--- config.mk ---
export PLATFORM = sky130hd
export DESIGN_NAME = uphi_rebuild_mc
export DESIGN_NICKNAME = d
export VERILOG_FILES = /design/src/rtl/uphi_rebuild_mc.sv
export SDC_FILE = /design/constraint.sdc
export NUM_CORES = 1
export LEC_CHECK = 0
export ABC_AREA = 1
export CAP_MARGIN = 20
export CORE_UTILIZATION = 59
export CTS_BUF_LIST = sky130_fd_sc_hd__clkbuf_4 sky130_fd_sc_hd__clkbuf_8 sky130_fd_sc_hd__clkbuf_16
export DETAILED_ROUTE_END_ITERATION = 8
export DONT_BUFFER_PORTS = 1
export GPL_ROUTABILITY_DRIVEN = 0
export PLACE_DENSITY = 0.83
export SETUP_SLACK_MARGIN = 0.1
export SLEW_MARGIN = 40
export SYNTH_ARGS = -nofsm -noshare
export SYNTH_HDL_FRONTEND = slang
export SYNTH_SLANG_ARGS = --single-unit
--- constraint.sdc ---
create_clock -name clk_in -period 4.1 [get_ports clk_in]
set_clock_uncertainty 0.15 [all_clocks]
set_input_delay 0.82 -clock clk_in [delete_from_list [all_inputs] [get_ports clk_in]]
set_output_delay 0.82 -clock clk_in [all_outputs]
set_load 0.005 [all_outputs]
--- src/rtl/uphi_rebuild_mc.sv ---
// Table-driven sweep generator: derives base/step from an offset/gap configuration,
// then reads one table entry per sample and streams it REPEAT times with edge blanking.
module uphi_rebuild_mc #(
    parameter int               VOL_W       = 8,
    parameter int               ADDR_W      = 13,
    parameter int               TABLE_DEPTH = 8192,
    parameter int               OFS_W       = 8,
    parameter int               GAP_W       = 12,
    parameter int               VOL_NUM     = 720,
    parameter int               REPEAT      = 4,
    parameter logic [VOL_W-1:0] BLANK       = 8'hFF
) (
    input  logic                         clk_in,
    input  logic                         rst_in,
    input  logic                         cfg_valid,
    input  logic signed [OFS_W-1:0]      cfg_offset,
    input  logic signed [GAP_W-1:0]      cfg_gap,
    input  logic                         cfg_mirror,
    input  logic                         cfg_dir,
    input  logic                         start,
    input  logic                         abort,
    output logic                         mem_en,
    output logic [ADDR_W-1:0]            mem_addr,
    input  logic [VOL_W-1:0]             mem_rdata,
    output logic                         out_valid,
    input  logic                         out_ready,
    output logic [VOL_W-1:0]             out_data,
    output logic [$clog2(VOL_NUM)-1:0]   out_idx,
    output logic [$clog2(REPEAT):0]      out_rep,
    output logic                         busy,
    output logic                         done
);

    localparam int IDX_W = $clog2(VOL_NUM);
    localparam int REP_W = $clog2(REPEAT) + 1;
    localparam int PRD_W = OFS_W + GAP_W;
    localparam logic [IDX_W-1:0]  IDX_LAST = IDX_W'(VOL_NUM - 1);
    localparam logic [REP_W-1:0]  REP_LAST = REP_W'(REPEAT - 1);
    localparam logic signed [31:0] TD_S    = 32'(TABLE_DEPTH);
    localparam logic signed [31:0] VN_S    = 32'(VOL_NUM);

    typedef enum logic [2:0] {
        S_IDLE,
        S_CALC,
        S_ARMED,
        S_FETCH,
        S_CAPT,
        S_STREAM,
        S_DONE
    } state_t;

    state_t                    state_q;
    logic signed [OFS_W-1:0]   ofs_q;
    logic signed [GAP_W-1:0]   gap_q;
    logic                      mirror_q;
    logic                      dir_q;
    logic [ADDR_W-1:0]         base_q;
    logic signed [GAP_W:0]     step_q;
    logic [ADDR_W-1:0]         addr_q;
    logic [IDX_W-1:0]          idx_q;
    logic [REP_W-1:0]          rep_q;
    logic                      mem_en_q;
    logic                      out_valid_q;
    logic [VOL_W-1:0]          out_data_q;
    logic                      busy_q;
    logic                      done_q;

    logic signed [PRD_W-1:0]   prod_c;
    logic signed [31:0]        base_c;
    logic signed [GAP_W:0]     gap_abs_c;
    logic signed [GAP_W:0]     step_d;
    logic signed [31:0]        sum_c;
    logic [ADDR_W-1:0]         base_d;
    logic [ADDR_W-1:0]         addr_d;
    logic signed [31:0]        ofs_c;
    logic signed [31:0]        idx_c;
    logic                      blank_c;

    always_comb begin
        prod_c = PRD_W'(ofs_q) * PRD_W'(gap_q);
        base_c = (32'sd0 - 32'(prod_c)) % TD_S;
        if (base_c < 0) begin
            base_c = base_c + TD_S;
        end
        base_d = ADDR_W'(base_c);

        gap_abs_c = gap_q[GAP_W-1] ? -(GAP_W+1)'(gap_q) : (GAP_W+1)'(gap_q);
        step_d    = (mirror_q != dir_q) ? gap_abs_c : -gap_abs_c;

        // Single wrap is enough because |step| < TABLE_DEPTH and addr is in range.
        sum_c = $signed(32'(addr_q)) + 32'(step_q);
        if (sum_c < 0) begin
            sum_c = sum_c + TD_S;
        end else if (sum_c >= TD_S) begin
            sum_c = sum_c - TD_S;
        end
        addr_d = ADDR_W'(sum_c);

        // Negative offsets blank the tail; |offset| >= VOL_NUM falls out as blank-all.
        ofs_c = 32'(ofs_q);
        idx_c = $signed(32'(idx_q));
        if (ofs_c > 0) begin
            blank_c = idx_c < ofs_c;
        end else if (ofs_c < 0) begin
            blank_c = idx_c >= (VN_S + ofs_c);
        end else begin
            blank_c = 1'b0;
        end
    end

    always_ff @(posedge clk_in or posedge rst_in) begin
        if (rst_in) begin
            state_q     <= S_IDLE;
            ofs_q       <= '0;
            gap_q       <= '0;
            mirror_q    <= 1'b0;
            dir_q       <= 1'b0;
            base_q      <= '0;
            step_q      <= '0;
            addr_q      <= '0;
            idx_q       <= '0;
            rep_q       <= '0;
            mem_en_q    <= 1'b0;
            out_valid_q <= 1'b0;
            out_data_q  <= '0;
            busy_q      <= 1'b0;
            done_q      <= 1'b0;
        end else begin
            done_q <= 1'b0;
            if (abort && (state_q != S_IDLE)) begin
                state_q     <= S_IDLE;
                mem_en_q    <= 1'b0;
                out_valid_q <= 1'b0;
                busy_q      <= 1'b0;
            end else begin
                case (state_q)
                    S_IDLE: begin
                        if (cfg_valid) begin
                            ofs_q    <= cfg_offset;
                            gap_q    <= cfg_gap;
                            mirror_q <= cfg_mirror;
                            dir_q    <= cfg_dir;
                            busy_q   <= 1'b1;
                            state_q  <= S_CALC;
                        end
                    end
                    S_CALC: begin
                        base_q  <= base_d;
                        step_q  <= step_d;
                        state_q <= S_ARMED;
                    end
                    S_ARMED: begin
                        if (start) begin
                            addr_q   <= base_q;
                            idx_q    <= '0;
                            rep_q    <= '0;
                            mem_en_q <= 1'b1;
                            state_q  <= S_FETCH;
                        end
                    end
                    S_FETCH: begin
                        mem_en_q <= 1'b0;
                        state_q  <= S_CAPT;
                    end
                    S_CAPT: begin
                        out_data_q  <= blank_c ? BLANK : mem_rdata;
                        out_valid_q <= 1'b1;
                        state_q     <= S_STREAM;
                    end
                    S_STREAM: begin
                        if (out_valid_q && out_ready) begin
                            if (rep_q == REP_LAST) begin
                                out_valid_q <= 1'b0;
                                if (idx_q == IDX_LAST) begin
                                    done_q  <= 1'b1;
                                    state_q <= S_DONE;
                                end else begin
                                    rep_q    <= '0;
                                    idx_q    <= idx_q + 1'b1;
                                    addr_q   <= addr_d;
                                    mem_en_q <= 1'b1;
                                    state_q  <= S_FETCH;
                                end
                            end else begin
                                rep_q <= rep_q + 1'b1;
                            end
                        end
                    end
                    S_DONE: begin
                        busy_q  <= 1'b0;
                        state_q <= S_IDLE;
                    end
                    default: begin
                        state_q <= S_IDLE;
                    end
                endcase
            end
        end
    end

    assign mem_en    = mem_en_q;
    assign mem_addr  = addr_q;
    assign out_valid = out_valid_q;
    assign out_data  = out_data_q;
    assign out_idx   = idx_q;
    assign out_rep   = rep_q;
    assign busy      = busy_q;
    assign done      = done_q;

endmodule

==> qor.yml <==
r2r.worst_path.cells: 16
synth_top_area_share_pct: 27.8
place_ws_ns: -0.192
drt_pass1_iterations: 5
fp.dieW_microns: 119
hold_violations: 0
ctsLongestPathBuffers: 2
antenna_found_initial: 0
run_status: "complete, but fails checks"
synth_commonest_cells: "274 x nand2_1, 194 x inv_1, 89 x dfrtp_1"
grt_pass1_vias: 7593
drt_drc_violations_left: 0
wire_per_inst_microns: 16.1
groute.usage.overall_pct: 31.8
critical_path_required_ns: 4.18
initial_core_util_pct: 60.5
route.detailed.vias_per_inst: 5.71
clkSlewWorstSetupHoldPaths_ns: 0.07
dominantRegCellSynth: "dfrtp_1"
grt_first_pass_wirelength_mm: 35.2
coreArea_sq_mm: 0.0132
critical_path.startpoint_type: "flip-flop"
layout.nets: 1290
global_route.overflow_total: 0
post-route-period-util_pct: 108
first_drt_iteration_drcs: 510
ff2ff_setup_slack_ns: -0.33
period_minus_slack_ns: 4.43
min_path_type: "in -> async"
clock-root-buffer: "clkbuf_16"
post_layout_nonfiller_instances: 1326
portBuffers: 0
arrival_ns: 4.51
die_area_sq_mm: 0.0140
synth.top_cells.by_area: "dfrtp_1 28%, nand2_1 13%, ha_1 11%"
antenna_cells_inserted: 0
routed_wl_mm: 21.3
tritoncts: "built"
finalSetupViolCount: 5
clock.fmax_mhz: 226
ys_types: 44
failed_checks: "setup timing"
fp.dieH_microns: 119
synth-edff-count: 0
timing_max_transition_violations_final: 0
post-route-util_pct: 69.2
drive_gt1_share_pct: 14.5
maximum_fanout_count_along_the_critical_path: 5
place.detailed.hpwl_mm: 15.6
synth_area_leader_cell: "dfrtp_1"
crit-reg2reg-capture: "base_q[10]"
clock_insertion_delay_worst_skew_ns: 0.36
htree_levels: 3
max-cap-violations: 0
synthesis.area_per_instance_sq_um: 7.25
postSynth.asyncResetShare_pct: 100
yosys_register_bits: 89
fin_ws_ns: -0.330
route.antenna.remaining_nets: 0
syn-instance-count: 1105
rsz_0062_raised_after_global_routing: "true"
routed-via-count: 7578
path_class: "reg -> reg"
placementRows: 42
cts_hold_buffers: 0
syn_to_final_growth_pct: 14.4
netlist_area_sq_mm: 0.00801
number_of_buffers_inserted_during_clock_tree_synthesis: 9
launch_point_of_the_worst_reg_to_reg_path: "gap_q[5]"
timing_worst_slew_pin_value_ns: 0.574
mappedNetlistNets: 1250
number_of_synthesis_warnings: 0
yosys.cell_count.top_type: "nand2_1"
grt_start_max_net_pins: 41
placed_instances: 1294
slew_headroom_pct: 61.5
cts.sink_count: 89
synth_seq_area_share_pct: 27.8
floorplan.io_pins: 74
timing.critical_path.to_type: "flip-flop"
## worst max-delay path by stage
stage,startpoint,to,slack [ns],cells after the start
2_1_floorplan,ofs_q[2],base_q[12],-0.008,19
3_3_place_gp,ofs_q[4],base_q[12],-0.14,16
3_5_place_dp,ofs_q[5],base_q[12],-0.19,16
4_1_cts,ofs_q[2],base_q[11],-0.21,19
5_1_grt,gap_q[5],base_q[10],-0.46,18
6_report,gap_q[5],base_q[10],-0.33,16
## critical path, stage by stage (launching register included)
cell and delay [ns]:
dfrtp_2 0.43, buf_12 0.13, buf_4 0.13, nand2_2 0.06
fa_1 0.44, fa_1 0.50, fa_1 0.56, fa_1 0.45
ha_4 0.30, ha_4 0.21, buf_4 0.14, nand2_4 0.08
inv_1 0.06, a211oi_2 0.31, nand3_1 0.14, nand3_1 0.11
o21ai_1 0.08
## metal layers
metal	part of all wire [%]	routed length [microns]	GRT usage (%)
met5	0	0	0
met1	39	8340	36.8
met3	6.9	1480	5.60
met4	5.0	1070	17.9
met2	49	10400	55.4
## what timing repair did
item	in CTS	in global routing
cloned	0	0
pin swaps	13	41
setup buffers	8	8
endpoints found under the setup margin	7	7
gates resized for setup	25	27
## stage by stage
stage	TNS, ns	area (sq um)	hold slack [ns]
6_report	-1.26	9160	0.167
5_1_grt	-1.84	9160	0.193
4_1_cts	-0.813	9010	0.176
3_5_place_dp	-0.700	8550	0.319
3_3_place_gp	-0.516	8550	0.317
2_1_floorplan	-0.0143	8160	0.294
## placed cells by master (no fill, tap or decap), drive strengths merged
| master | count |
|---|---|
| fa | 41 |
| o21ai | 69 |
| bufinv | 1 |
| nand4 | 12 |
| a21oi | 65 |
| clkinvlp | 2 |
| or2 | 5 |
| o211ai | 3 |
| clkbuf | 9 |
| nor2 | 91 |
| nor4 | 4 |
| nand3 | 76 |
| clkinv | 2 |
| ha | 68 |
| o31ai | 2 |
| mux2 | 2 |
| dfrtp | 89 |
| a21o | 1 |
| xnor2 | 9 |
| o21bai | 3 |
| a22oi | 1 |
| a211oi | 2 |
| a21boi | 1 |
| a31oi | 6 |
| nor3b | 1 |
| nand2 | 279 |
| nor3 | 16 |
| nand3b | 1 |
| inv | 202 |
| buf | 67 |
| xor2 | 20 |
## cell families (layout without fill, tap and decap cells)
kind of cell / after synthesis / after routing / share of synthesized area, %
AOI/OAI and AO/OA: 153 / 153 / 10.4
DFF: 89 / 89 / 27.8
muxes: 2 / 2 / 0.281
adders and majority gates: 109 / 109 / 20.9
xor gates and xnor gates: 29 / 29 / 3.17
and+or+nand+nor: 485 / 485 / 25.6
buffers and inverters: 238 / 283 / 11.9
## cell type report
| type | count | area [sq um] |
|---|---|---|
| clock buffer | 9 | 225 |
| timing repair buffer | 67 | 523 |
| clock inverter | 7 | 85.1 |
| multi-input combinational | 778 | 5110 |
| tap | 176 | 220 |
| inverter | 200 | 757 |
| fill | 976 | 4080 |
| sequential | 89 | 2240 |
## flip-flops by register name, indices dropped and copies added, names as in the netlist, 3 cells and up
name / cells
base_q: 13
gap_q: 12
mem_addr: 13
ofs_q: 8
out_data: 8
out_idx: 10
out_rep: 3
state_q: 3
step_q: 13
Power is left out: the tool's default activity adds up to more than one toggle a clock period on the data nets, which glitch-free logic cannot reach.
